`config.mk`:
```
export PLATFORM = sky130hd
export DESIGN_NAME = mem_bus_arbiter
export DESIGN_NICKNAME = d
export VERILOG_FILES = /design/src/rtl/mem_arb_pkg.sv /design/src/rtl/mem_arb_select.sv /design/src/rtl/mem_bus_arbiter.sv
export SDC_FILE = /design/constraint.sdc
export NUM_CORES = 1
export LEC_CHECK = 0
export BUFFER_PORTS_ARGS = -buffer_cell sky130_fd_sc_hd__buf_2
export CORE_MARGIN = 10
export CORE_UTILIZATION = 41
export CTS_CLUSTER_SIZE = 16
export DETAILED_ROUTE_END_ITERATION = 12
export PLACE_DENSITY = 0.78
export SLEW_MARGIN = 0
export SYNTH_ARGS = -nofsm -noshare
export SYNTH_HDL_FRONTEND = slang
export SYNTH_HIERARCHICAL = 1
export SYNTH_SLANG_ARGS = --single-unit
```
`constraint.sdc`:
```
create_clock -name clk -period 3.8 [get_ports clk]
set_input_delay 0.38 -clock clk [delete_from_list [all_inputs] [get_ports clk]]
set_output_delay 0.38 -clock clk [all_outputs]
set_load 0.02 [all_outputs]
```
`src/rtl/mem_arb_pkg.sv`:
```
`default_nettype none
// ============================================================================
// Module      : mem_arb_pkg
// Description : Shared types and constants for the two-master memory bus
//               arbiter: FSM state encoding, master index constants and the
//               starvation-counter width.
// Revision    : 1.0  initial release
// ============================================================================
package mem_arb_pkg;

  // Arbiter/sequencer state encoding
  typedef enum logic [1:0] {
    IDLE   = 2'd0,
    ACCESS = 2'd1,
    DONE   = 2'd2
  } state_e;

  // Master index constants
  localparam logic M0 = 1'b0;
  localparam logic M1 = 1'b1;

  // Width of the starvation counter; STARVE_LIMIT must fit (1..7)
  localparam int STARVE_W = 3;

endpackage : mem_arb_pkg
`default_nettype wire

```
`src/rtl/mem_arb_select.sv`:
```
`default_nettype none
// ============================================================================
// Module      : mem_arb_select
// Description : Combinational winner selection. Master 0 has fixed priority
//               unless master 1 has been passed over STARVE_LIMIT times in a
//               row, in which case master 1 wins.
// Ports       : req0_i, req1_i   - master requests
//               starve_cnt_i     - consecutive master-0 grants with m1 waiting
//               grant_o          - winning master index (M0/M1)
//               grant_valid_o    - at least one request is pending
// Revision    : 1.0  initial release
// ============================================================================
module mem_arb_select
  import mem_arb_pkg::*;
#(
  parameter int STARVE_LIMIT = 4
) (
  input  logic                req0_i,
  input  logic                req1_i,
  input  logic [STARVE_W-1:0] starve_cnt_i,
  output logic                grant_o,
  output logic                grant_valid_o
);

  localparam logic [STARVE_W-1:0] LIMIT = STARVE_W'(STARVE_LIMIT);

  always_comb begin
    grant_valid_o = req0_i | req1_i;
    grant_o       = M0;
    // Master 1 wins when alone, or when master 0 has used up its streak
    if (req1_i && (!req0_i || (starve_cnt_i == LIMIT))) begin
      grant_o = M1;
    end
  end

endmodule : mem_arb_select
`default_nettype wire

```
`src/rtl/mem_bus_arbiter.sv`:
```
`default_nettype none
// ============================================================================
// Module      : mem_bus_arbiter
// Description : Two-master arbiter and access sequencer for the single-ported
//               data memory / peripheral bus. One request is latched per
//               IDLE -> ACCESS -> DONE pass: a single read or write strobe in
//               ACCESS, a one-cycle ack to the winner in DONE.
// Ports       : clk, reset (async, active-high)
//               m0_* / m1_* - master request/ack/data channels
//               mem_*       - registered memory bus, mem_rdata combinational in
// Revision    : 1.0  initial release
// ============================================================================
module mem_bus_arbiter
  import mem_arb_pkg::*;
#(
  parameter int STARVE_LIMIT = 4
) (
  input  logic        clk,
  input  logic        reset,
  input  logic        m0_req,
  input  logic        m0_wr,
  input  logic [31:0] m0_addr,
  input  logic [31:0] m0_wdata,
  output logic        m0_ack,
  output logic [31:0] m0_rdata,
  input  logic        m1_req,
  input  logic        m1_wr,
  input  logic [31:0] m1_addr,
  input  logic [31:0] m1_wdata,
  output logic        m1_ack,
  output logic [31:0] m1_rdata,
  output logic        mem_read,
  output logic        mem_write,
  output logic [31:0] mem_addr,
  output logic [31:0] mem_wdata,
  input  logic [31:0] mem_rdata
);

  localparam logic [STARVE_W-1:0] LIMIT = STARVE_W'(STARVE_LIMIT);

  state_e                state_q, state_d;
  logic                  win_q, win_d;
  logic                  wr_q, wr_d;
  logic [31:0]           addr_q, addr_d;
  logic [31:0]           wdata_q, wdata_d;
  logic [31:0]           rdata0_q, rdata0_d;
  logic [31:0]           rdata1_q, rdata1_d;
  logic [STARVE_W-1:0]   starve_q, starve_d;
  logic                  read_q, read_d;
  logic                  write_q, write_d;
  logic                  ack0_q, ack0_d;
  logic                  ack1_q, ack1_d;
  logic                  w_grant;
  logic                  w_grant_valid;

  mem_arb_select #(
    .STARVE_LIMIT (STARVE_LIMIT)
  ) u_select (
    .req0_i        (m0_req),
    .req1_i        (m1_req),
    .starve_cnt_i  (starve_q),
    .grant_o       (w_grant),
    .grant_valid_o (w_grant_valid)
  );

  always_comb begin
    state_d  = state_q;
    win_d    = win_q;
    wr_d     = wr_q;
    addr_d   = addr_q;
    wdata_d  = wdata_q;
    rdata0_d = rdata0_q;
    rdata1_d = rdata1_q;
    starve_d = starve_q;
    read_d   = 1'b0;
    write_d  = 1'b0;
    ack0_d   = 1'b0;
    ack1_d   = 1'b0;

    case (state_q)
      IDLE: begin
        if (w_grant_valid) begin
          state_d = ACCESS;
          win_d   = w_grant;
          if (w_grant == M1) begin
            wr_d     = m1_wr;
            addr_d   = m1_addr;
            wdata_d  = m1_wdata;
            read_d   = !m1_wr;
            write_d  = m1_wr;
            starve_d = '0;
          end else begin
            wr_d    = m0_wr;
            addr_d  = m0_addr;
            wdata_d = m0_wdata;
            read_d  = !m0_wr;
            write_d = m0_wr;
            // Only a master-0 grant that passes over a waiting master 1 counts
            if (m1_req) begin
              starve_d = (starve_q == LIMIT) ? starve_q : starve_q + 1'b1;
            end else begin
              starve_d = '0;
            end
          end
        end
      end
      ACCESS: begin
        state_d = DONE;
        // mem_rdata is valid from mem_addr during this cycle; capture on exit
        if (!wr_q) begin
          if (win_q == M1) rdata1_d = mem_rdata;
          else             rdata0_d = mem_rdata;
        end
        ack0_d = (win_q == M0);
        ack1_d = (win_q == M1);
      end
      DONE: begin
        state_d = IDLE;
      end
      default: begin
        state_d = IDLE;
      end
    endcase
  end

  always_ff @(posedge clk or posedge reset) begin
    if (reset) begin
      state_q  <= IDLE;
      win_q    <= M0;
      wr_q     <= 1'b0;
      addr_q   <= '0;
      wdata_q  <= '0;
      rdata0_q <= '0;
      rdata1_q <= '0;
      starve_q <= '0;
      read_q   <= 1'b0;
      write_q  <= 1'b0;
      ack0_q   <= 1'b0;
      ack1_q   <= 1'b0;
    end else begin
      state_q  <= state_d;
      win_q    <= win_d;
      wr_q     <= wr_d;
      addr_q   <= addr_d;
      wdata_q  <= wdata_d;
      rdata0_q <= rdata0_d;
      rdata1_q <= rdata1_d;
      starve_q <= starve_d;
      read_q   <= read_d;
      write_q  <= write_d;
      ack0_q   <= ack0_d;
      ack1_q   <= ack1_d;
    end
  end

  assign mem_read  = read_q;
  assign mem_write = write_q;
  assign mem_addr  = addr_q;
  assign mem_wdata = wdata_q;
  assign m0_ack    = ack0_q;
  assign m1_ack    = ack1_q;
  assign m0_rdata  = rdata0_q;
  assign m1_rdata  = rdata1_q;

endmodule : mem_bus_arbiter
`default_nettype wire

```
==> reports/summary.txt <==
Status: finished, final reports clean
RSZ-0062 raised after global routing: no
Buffers on Ports: 297
# diodes: 0
Layout area overhead: 36.71%
Vias in the first global route: 4,872
Worst hold-check path type: input pin to register
CTS H-Tree Depth: 4
Setup crit end kind: register
Flop2flop setup slack: 1760 ps
Clk Tree Root Cell: clkbuf_16
Hold EP: m0_rdata[24]$_DFFE_PP0P_
Routability Congestion: 0.7826
ANT nets after route: 0
R2R Path End: mem_wdata[14]$_DFFE_PP0P_
Initial Util: 0.4219
DIE HEIGHT: 140.2 µm
Routed length per instance: 18.17 µm
Total GRT Usage: 0.1745
Max-cap violations: 0
Largest net degree at the start of global routing: 134
Core ar.: 14,040 µm²
Sequential power share: 0.359
Seq cells post-synth: 139
Die Width: 140.2 µm
Max-slew violations: 0
Startpoint Class: register
RR Startpoint: starve_q[2]$_DFFE_PP0P_
Share of cells above drive strength 1: 0.5209
LEAKAGE: 4.144 nW
Slew headroom: 0.5673
Fin crit share: 0.5356
PwrDens: 884.7 nW/µm²
Clock power share: 0.206
Die footprint: 19,660 µm²
Total Wirelength: 17,160 µm
Clock sink total: 139
Most frequent cells in the layout: 297 x buf_2, 139 x dfrtp_1, 69 x nand2_1
Post-detail-place hpwl: 13,490 µm
Gate power share: 0.434
Internal Power: 4.316 mW
Syn_area_per_cell: 12.85 µm²
Clock transition at the registers of the reported paths: 60 ps
Syn nets: 629
Post_cts resized: 0
Worst setup margin: 1765 ps
Most common cell after layout, fill and taps aside: buf_2
Clk_lat worst skew: 400 ps
Initial antenna violation count: 1
DRT Pass-1 Iters: 4
Critical Path AT: 2300 ps
Bufs on Longest Clock Path: 2
Worst Path Max Fanout: 60
Netlist cell types: 28
Fin. Hold Viols: 0
Worst Hold Depth: 2
Post-CTS setup buffer count: 0
Net Sw Frac: 0.3976
Post-synth EDFFs: 0
P_sw: 2.849 mW
NumNets Final: 922
Cells after DPL: 914
Setup CP Type: register to register
I/O pin total: 298
Crit path from: starve_q[2]$_DFFE_PP0P_
Worst-margin pin slew: 649.1 ps
Worst Hold Launch: mem_rdata[24]
Max Fclk: 491.3 MHz
# setup viols final: 0
Synth warn: 6
Final Critical Period: 2035 ps
Post-synthesis sequential area ratio: 0.5871
Setup TNS: 0 ps
Post-route insts no fill: 944
First-pass GRT wire length: 27,320 µm
Mapped cell area: 5924 µm²
Maximum VDD drop: 372.1 µV
Grt ovf: 0
Required @ worst endpoint: 4070 ps
CTS buffer count: 17
DRC viols: 0
Setup WS pre-CTS: 1734 ps
Vias post-DR: 4,494
Via-per-instance ratio: 4.761
Mapped Cells: 461
CTS tree: yes
Main synth FF type: dfrtp_1
Initial DRC Count: 213
Async S/R FF share, synth: 1.000
Clk_skew: 6.098 ps
Cell depth of the worst flop-to-flop path: 5
Row cnt: 43
-- logic make-up after synthesis --
family	share of synthesized area
AOI/OAI and AO/OA	0.06062
adders and majority gates	0.004223
buffers and inverters	0.03611
DFF	0.5871
muxes	0.2522
and+or+nand+nor	0.05977
-- worst max-delay path by stage --
stage,to,slack (ps),depth (start not counted)
floorplan,m0_ack$_DFF_PP0_,1680,1
global placement,mem_wdata[2]$_DFFE_PP0P_,1780,6
detailed placement,mem_wdata[2]$_DFFE_PP0P_,1730,6
CTS,mem_wdata[2]$_DFFE_PP0P_,1780,5
global route,mem_wdata[22]$_DFFE_PP0P_,1620,5
finish,mem_wdata[14]$_DFFE_PP0P_,1760,5
-- area by class of cell --
type	instances	area, µm²
inverter	7	31.28
clock inverter	7	71.32
timing repair buffer	304	1579
multi-input combinational	285	2260
tap	180	225.2
sequential	139	3478
clock buffer	22	454.2
fill	1190	5943
-- what timing repair did --
item / 4_1_cts / 5_1_grt
hold buffers: 1 / 0
endpoints found under the setup margin: 0 / 0
hold endpoints to repair: 9 / 0
-- sequential cells by signal (all words and copies together), names as in the netlist --
signal,flops
m1_rdata,32
m0_rdata,32
m0_ack,1
starve_q,3
mem_addr,32
mem_read,1
mem_write,1
mem_wdata,32
state_q,2
wr_q,1
win_q,1
m1_ack,1
-- critical path, cell delays in order (launching register included) --
cell	delay (ps)
dfrtp_1	410
nand2_1	110
o32ai_4	500
buf_12	380
mux2i_1	310
o21ai_1	80
-- layer usage --
layer	GRT usage	up-vias	wire, µm
met1	0.1926	2090	6415
met5	0	-	13
met3	0.08181	14	1909
met2	0.2911	217	8617
met4	0.05598	2	199
li1	-	2171	-
-- cells in the mapped netlist (2+ instances only) --
library cell  instances  area share
buf_6                 5      0.0095
mux2i_1              66        0.11
clkbuf_1              6      0.0038
nand2_1              69       0.044
nor2_1                5      0.0032
mux2_4               30       0.076
a21oi_1               2      0.0017
ha_1                  2      0.0042
nor2b_1               2      0.0021
mux2_1                2      0.0038
mux2_2               32       0.061
dfrtp_1             139        0.59
buf_2                14       0.012
buf_4                 5      0.0063
inv_1                 6      0.0038
o21ai_1              64       0.054
-- power groups by stage --
| stage | clock, mW | combinational (mW) | sequential, mW |
|---|---|---|---|
| global placement | 0 | 3.11 | 2.56 |
| detailed placement | 0 | 3.18 | 2.59 |
| floorplan | 0 | 1.21 | 3.41 |
| CTS | 1.53 | 3.18 | 2.58 |
| finish | 1.48 | 3.11 | 2.57 |
| global route | 1.60 | 3.37 | 2.67 |
-- through the flow --
| stage | hold slack, ps | area (µm²) | util | total power [mW] |
|---|---|---|---|---|
| 5_1_grt | 202.6 | 8099 | 0.5768 | 7.631 |
| 3_5_place_dp | 353.5 | 7564 | 0.5386 | 5.771 |
| 6_report | 219.2 | 8099 | 0.5768 | 7.165 |
| 4_1_cts | 195.9 | 8099 | 0.5768 | 7.290 |
| 2_1_floorplan | 459.0 | 5928 | - | 4.619 |
| 3_3_place_gp | 347.2 | 7564 | 0.5386 | 5.675 |
Note: power is estimated with default switching activity, not from simulation.
